## src/rtl/uart_frame_parser.sv

```systemverilog
// rtl/uart_frame_parser.sv - HEAD + 11-byte payload (+ optional CRC-8) frame parser with atomic commit; CRC check built only with UART_FRAME_CRC_EN
module uart_frame_parser #(
  parameter logic [7:0] HEAD_BYTE   = 8'hA5,
  parameter int         TIMEOUT_CYC = 50000
) (
  input  logic       sys_clk,
  input  logic       sys_rst,
  input  logic [7:0] uart_data,
  input  logic       uart_done,
  output logic [7:0] rev_data0,
  output logic [7:0] rev_data1,
  output logic [7:0] rev_data2,
  output logic [7:0] rev_data3,
  output logic [7:0] rev_data4,
  output logic [7:0] rev_data5,
  output logic [7:0] rev_data6,
  output logic [7:0] rev_data7,
  output logic [7:0] rev_data8,
  output logic [7:0] rev_data9,
  output logic [7:0] rev_data10,
  output logic       pack_done,
  output logic       crc_err,
  output logic       timeout_err,
  output logic       frame_busy
);

  localparam int CW = (TIMEOUT_CYC > 1) ? $clog2(TIMEOUT_CYC) : 1;
  localparam logic [CW-1:0] TO_LAST = CW'(TIMEOUT_CYC - 1);

`ifdef UART_FRAME_CRC_EN
  typedef enum logic [1:0] {IDLE = 2'd0, PAYLOAD = 2'd1, CRC = 2'd2, COMMIT = 2'd3} state_t;
`else
  typedef enum logic [1:0] {IDLE = 2'd0, PAYLOAD = 2'd1, COMMIT = 2'd3} state_t;
`endif

  state_t        state, next_state;
  logic [3:0]    idx;
  logic [CW-1:0] to_cnt;
  logic [7:0]    shadow [0:10];
  logic [7:0]    rev_q  [0:10];
  logic          hdr_hit, pay_wr, commit_go, to_hit;

`ifdef UART_FRAME_CRC_EN
  logic [7:0] crc_q;
  logic       crc_bad;
  logic       crc_err_q;

  // CRC-8, poly 0x07, MSB first, applied to one byte
  function automatic logic [7:0] crc8_byte(input logic [7:0] c_in, input logic [7:0] b);
    logic [7:0] c;
    c = c_in ^ b;
    for (int i = 0; i < 8; i++) begin
      c = c[7] ? ({c[6:0], 1'b0} ^ 8'h07) : {c[6:0], 1'b0};
    end
    return c;
  endfunction
`endif

  // State register
  always_ff @(posedge sys_clk or posedge sys_rst) begin
    if (sys_rst) state <= IDLE;
    else         state <= next_state;
  end

  // Next-state and per-cycle control strobes; a byte always beats a timeout
  always_comb begin
    next_state = state;
    hdr_hit    = 1'b0;
    pay_wr     = 1'b0;
    commit_go  = 1'b0;
    to_hit     = 1'b0;
`ifdef UART_FRAME_CRC_EN
    crc_bad    = 1'b0;
`endif
    case (state)
      PAYLOAD: begin
        if (uart_done) begin
          pay_wr = 1'b1;
          if (idx == 4'd10) begin
`ifdef UART_FRAME_CRC_EN
            next_state = CRC;
`else
            next_state = COMMIT;
            commit_go  = 1'b1;
`endif
          end
        end else if (to_cnt == TO_LAST) begin
          next_state = IDLE;
          to_hit     = 1'b1;
        end
      end
`ifdef UART_FRAME_CRC_EN
      CRC: begin
        if (uart_done) begin
          if (uart_data == crc_q) begin
            next_state = COMMIT;
            commit_go  = 1'b1;
          end else begin
            next_state = IDLE;
            crc_bad    = 1'b1;
          end
        end else if (to_cnt == TO_LAST) begin
          next_state = IDLE;
          to_hit     = 1'b1;
        end
      end
`endif
      default: begin
        // IDLE and the single COMMIT cycle both hunt for a header
        next_state = IDLE;
        if (uart_done && uart_data == HEAD_BYTE) begin
          next_state = PAYLOAD;
          hdr_hit    = 1'b1;
        end
      end
    endcase
  end

  // Datapath: shadow capture, index, timeout counter, outputs and pulses
  always_ff @(posedge sys_clk or posedge sys_rst) begin
    if (sys_rst) begin
      idx         <= '0;
      to_cnt      <= '0;
      pack_done   <= 1'b0;
      timeout_err <= 1'b0;
      for (int i = 0; i < 11; i++) begin
        shadow[i] <= '0;
        rev_q[i]  <= '0;
      end
    end else begin
      pack_done   <= commit_go;
      timeout_err <= to_hit;
      if (hdr_hit) idx <= '0;
      if (pay_wr) begin
        shadow[idx] <= uart_data;
        idx         <= idx + 4'd1;
      end
      if (commit_go) begin
        for (int i = 0; i < 10; i++) rev_q[i] <= shadow[i];
`ifdef UART_FRAME_CRC_EN
        rev_q[10] <= shadow[10];
`else
        rev_q[10] <= uart_data;
`endif
      end
      if (uart_done || state == IDLE || state == COMMIT) to_cnt <= '0;
      else                                               to_cnt <= to_cnt + 1'b1;
    end
  end

`ifdef UART_FRAME_CRC_EN
  // Running CRC over the payload and the registered mismatch pulse
  always_ff @(posedge sys_clk or posedge sys_rst) begin
    if (sys_rst) begin
      crc_q     <= '0;
      crc_err_q <= 1'b0;
    end else begin
      crc_err_q <= crc_bad;
      if (hdr_hit)     crc_q <= '0;
      else if (pay_wr) crc_q <= crc8_byte(crc_q, uart_data);
    end
  end

  assign crc_err = crc_err_q;
`else
  assign crc_err = 1'b0;
`endif

  assign frame_busy = (state != IDLE);
  assign rev_data0  = rev_q[0];
  assign rev_data1  = rev_q[1];
  assign rev_data2  = rev_q[2];
  assign rev_data3  = rev_q[3];
  assign rev_data4  = rev_q[4];
  assign rev_data5  = rev_q[5];
  assign rev_data6  = rev_q[6];
  assign rev_data7  = rev_q[7];
  assign rev_data8  = rev_q[8];
  assign rev_data9  = rev_q[9];
  assign rev_data10 = rev_q[10];

endmodule

```

## config.mk

```make
export PLATFORM = sky130hd
export DESIGN_NAME = uart_frame_parser
export DESIGN_NICKNAME = d
export VERILOG_FILES = /design/src/rtl/uart_frame_parser.sv
export SDC_FILE = /design/constraint.sdc
export NUM_CORES = 1
export LEC_CHECK = 0
export CAP_MARGIN = 30
export CORE_MARGIN = 5
export CORE_UTILIZATION = 55
export CTS_BUF_LIST = sky130_fd_sc_hd__clkbuf_8 sky130_fd_sc_hd__clkbuf_16
export DETAILED_ROUTE_END_ITERATION = 7
export DONT_BUFFER_PORTS = 1
export PLACE_DENSITY = 0.72
export SYNTH_ARGS = -nofsm -noshare
export SYNTH_HDL_FRONTEND = slang
export SYNTH_SLANG_ARGS = --single-unit
export TNS_END_PERCENT = 1
```

## constraint.sdc

```tcl
create_clock -name sys_clk -period 11 [get_ports sys_clk]
set_input_delay 2.2 -clock sys_clk [delete_from_list [all_inputs] [get_ports sys_clk]]
set_output_delay 2.2 -clock sys_clk [all_outputs]
set_load 0.03 [all_outputs]
```

# --- After elaboration in Yosys (flattened, before gate mapping) ---
# Cells that the tools add are included.
word_totals:
  register_bits: 200
  output_inout_bits: 92
classes:
  addsub: 2
  magnitude_cmp: 2
  eq_ne: 7
  n_mux: 21
  n_bitwise: 1
  n_reduce_logical: 8
ops:
  columns: ["operator", "count"]
  rows:
  - ["$bwmux 88", 1]
  - ["$demux 8 s4", 1]
  - ["$add 16x1->16 const B", 1]
  - ["$eq 16x16->1 const B", 1]
  - ["$mux 16", 1]
  - ["$mux 1", 11]
  - ["$eq 8x8->1 const B", 1]
  - ["$mux 2", 4]
  - ["$mux 4", 2]
  - ["$mux 8", 1]
  - ["$ne 3x3->1 const B", 2]
  - ["$ge 5x5->1 const B", 1]
  - ["$lt 5x1->1 const B", 1]
  - ["$not 4->5", 1]
  - ["$add 4x1->4 const B", 1]
  - ["$eq 4x4->1 const B", 1]
  - ["$reduce_bool 2->1", 2]
  - ["$eq 2x1->1 const B", 1]
  - ["$eq 2x2->1 const B", 1]
  - ["$logic_and 1x1->1", 2]
  - ["$logic_not 2->1", 1]
  - ["$logic_or 1x1->1", 2]
  - ["$reduce_and 2->1", 1]

# --- Longest topological paths before layout ---
depth:
  ltp_word: 6
  ltp_mapped: 7
  ltp_nobuf: 5

# --- Worst setup path after synthesis ---
# No wires, ideal clock.
synth_path:
  path_kind: "in2reg"
  startpoint: "input port uart_done"
  endpoint: "register rev_q (netlist bit rev_data2[0])"
  t_arrival_ns: 3.418
  t_required_ns: 10.873
  path_slack_ns: 7.454
  cell_stages: 7
  path_buffers: 2
  cell_sequence: "nand3b_1 -> nor3b_2 -> nand2_2 -> inv_2 -> buf_6 -> buf_6 -> mux2_1"
synth_via:
  elab_chain_len: 2
synth_rtl:
  columns: ["item", "line", "text"]
  rows:
  - ["from (decl)", "9", "input logic uart_done,"]
  - ["$mux 1", "77", "if (uart_done) begin"]
  - ["$mux 1", "75", "case (state)"]
  - ["to (decl)", "40", "logic [7:0] rev_q [0:10];"]
# No other way between the ends.
# A chain may end at the register's enable or synchronous reset.

# --- Worst setup path in the final report ---
layout_path:
  startpoint: "input port uart_done"
  endpoint: "register rev_q (netlist bit rev_data1[1])"
# Same word-level chain as after synthesis.

==> reports/results.ini <==
[status]
outcome=finished clean

[power]
power_frac_comb_pct=4.9
switching_share_pct=24.0
leakage_nw=4.15
pwr-share-clk_pct=42.5
finalPower_mw=1.45
p_per_area_mw_per_mm2=177
power_frac_seq_pct=52.5
p_switching_mw=0.349
ir_worst_vdd_v=0.000132
p_int_mw=1.10

[placement]
post-place-ws_ns=5.89
dpl.hpwl_um=9660
port_buffers=0
gp_congestion=0.846
placed_cells=645

[synth]
synth_ff_type=dfrtp_1
synth.distinct_cells=35
synthCells=487
postSynthAreaPerCell_sq_um=15.3
yosysMostFrequentCell=dfrtp_1
yosys_warnings=0
synth_seq_cells=192
synthArstFlopShare_pct=100
yosysSeqAreaShare_pct=64.3
synthTopCellsByArea=dfrtp_1 64%, mux2_2 21%, mux2_1 4.7%
synth_commonest_cells=192 x dfrtp_1, 138 x mux2_2, 31 x mux2_1
synth_area_leader_cell=dfrtp_1
syn_nets=503
synth_area_sq_mm=0.00747
synth-edff-count=0
netlist.area_leader.share_pct=64.3

[floorplanning]
initial_utilization_pct=56.2
fp.dieArea_sq_mm=0.0160
ios=103
die_h_um=127
rows=42
core-area_sq_mm=0.0133
die_w_um=127

[setup_path]
path_max_fanout=34
critPathMaxStageDelay_ns=0.70
crit_path_start=uart_done
regToRegStartpoint=state[1]
crit_chain=nand3b_1, nor3b_2, nand2_2, inv_2, buf_4, mux2_2
end_kind=flip-flop
crit_cells=6
critical_path_class=input pin to flip-flop
cp-start-kind=input pin
slowest_stage=inv_2
worst_r2r_path_depth=6
worstPathRequired_ns=11.32
crit_family=buffers and inverters
critPathArrivalTime_ns=4.92
cp_num_buf_inv=2

[sta]
slew_headroom_pct=40.3
fin_skew_ns=0.0102
report.final.slew_viol_count=0
min_period_over_period_pct=41.8
period_minus_slack_ns=4.60
fmax_mhz=217
fin_setup_tns_ns=0
hold_viol=0
setup_ws_ns=6.40
rsz0062_at_grt=false
tightest_slew_ns=0.892
setup_viol=0

[job]
maxCapViolCount=0

[min_path]
holdPathStages=1
min_from=shadow[42]
hold_class=flip-flop to flip-flop

[detailed_routing]
via_count=3896
drc=0
routedWlPerCell_um=22.4
postRouteAntennaNets=0
routed_wl_um=15200
drt_first_pass_iters=4
vias_per_cell=5.75
drtIter0Drc=210

[clock_network]
clkTransAtPathRegs_ns=0.08
hold_buffers=0
cts_resized=0
cts_tree=done
h-tree-depth=4
clockBufferDepth=2
postCtsSetupBuffers=0
clock-root-buffer=clkbuf_16
cts_sinks=192
cts_buffers=17
insertion_delay_ns=0.44

[final_layout]
final_util_pct=61.6
area_growth_pct=9.70
fin_nets=504
layout-drive-gt1-share_pct=36.1
stdcell_count=677
n_fill_cell=1035
antenna_cells=0

[global_routing]
track_usage_pct=20.0
grt_pass1_wl_um=24200
grt.overflow.total=0
antenna_found_initial=0
grt_start_max_net_pins=130
grt_pass1_vias=4203

[flip-flops by register name, indices dropped and copies added, names as in the netlist]
register	flops
shadow	80
to_cnt	16
rev_data0	8
rev_data10	8
rev_data1	8
rev_data2	8
rev_data3	8
rev_data4	8
rev_data5	8
rev_data6	8
rev_data7	8
rev_data8	8
rev_data9	8
idx	4
state	2
pack_done	1
timeout_err	1
[cells by family (layout without fill, tap and decap cells)]
logic type / after synthesis / count (layout) / share of synthesized area, %
buf+inv: 29 / 43 / 1.99
compound gates: 10 / 10 / 0.821
fa+ha+maj: 5 / 5 / 0.838
simple gates: 68 / 68 / 4.96
flops: 192 / 192 / 64.3
other cells: 1 / 1 / 0.0502
mux: 169 / 169 / 25.5
xor+xnor: 13 / 13 / 1.52
[worst paths after layout]
check,endpoint,slack (ns)
min in group asynchronous,shadow[24],1.78
max reg2reg,rev_data1[1],7.63
max,rev_data1[1],6.40
min,rev_data5[2],0.49
max in group asynchronous,shadow[76],7.86
min reg2reg,rev_data5[2],0.49
[final cells by class]
type | count | area (sq um) | area share [%]
Multi-Input combinational cell | 266 | 2510 | 30.7
Clock inverter | 15 | 171 | 2.09
Sequential cell | 192 | 4800 | 58.6
Clock buffer | 17 | 425 | 5.19
Inverter | 9 | 41.3 | 0.504
Timing Repair Buffer | 2 | 15.0 | 0.183
Tap cell | 176 | 220 | 2.69
[metrics by stage]
stage | hold slack (ns) | cell area [sq um]
after floorplan | 0.455 | 7470
after global placement | 0.466 | 7600
after detailed placement | 0.472 | 7600
after CTS | 0.491 | 8190
after global routing | 0.504 | 8190
final | 0.486 | 8190
[cells in the final DEF, fill, tap and decap left out, types with 3 or more instances in the layout]
cell,Yosys,layout
dfrtp_1,192,192
mux2_2,138,138
mux2_1,31,31
nor2_1,17,17
clkbuf_16,0,17
nand2_1,13,13
xnor2_1,11,11
inv_1,8,8
nor4_1,6,6
nand4_1,5,5
nand3_1,5,5
inv_8,0,5
ha_1,5,5
inv_6,0,5
a21oi_1,4,4
and3_1,3,3
o21ai_0,3,3
nor3_1,3,3
[metal layers]
| metal | up-vias | GRT usage [%] | part of all wire (%) |
|---|---|---|---|
| met5 | - | 0 | 0 |
| met4 | 0 | 8.64 | 1.4 |
| met3 | 16 | 6.52 | 6.5 |
| met2 | 82 | 32.7 | 51 |
| met1 | 2092 | 24.5 | 42 |
| li1 | 1706 | - | - |
[power groups by stage]
stage	registers (mW)	logic, mW	clock network [mW]
floorplan	0.770	0.0649	0
global placement	0.774	0.0698	0
detailed placement	0.777	0.0734	0
CTS	0.763	0.0736	0.630
global route	0.767	0.0811	0.663
finish	0.763	0.0716	0.618
Power figures use the tool's default switching activity.
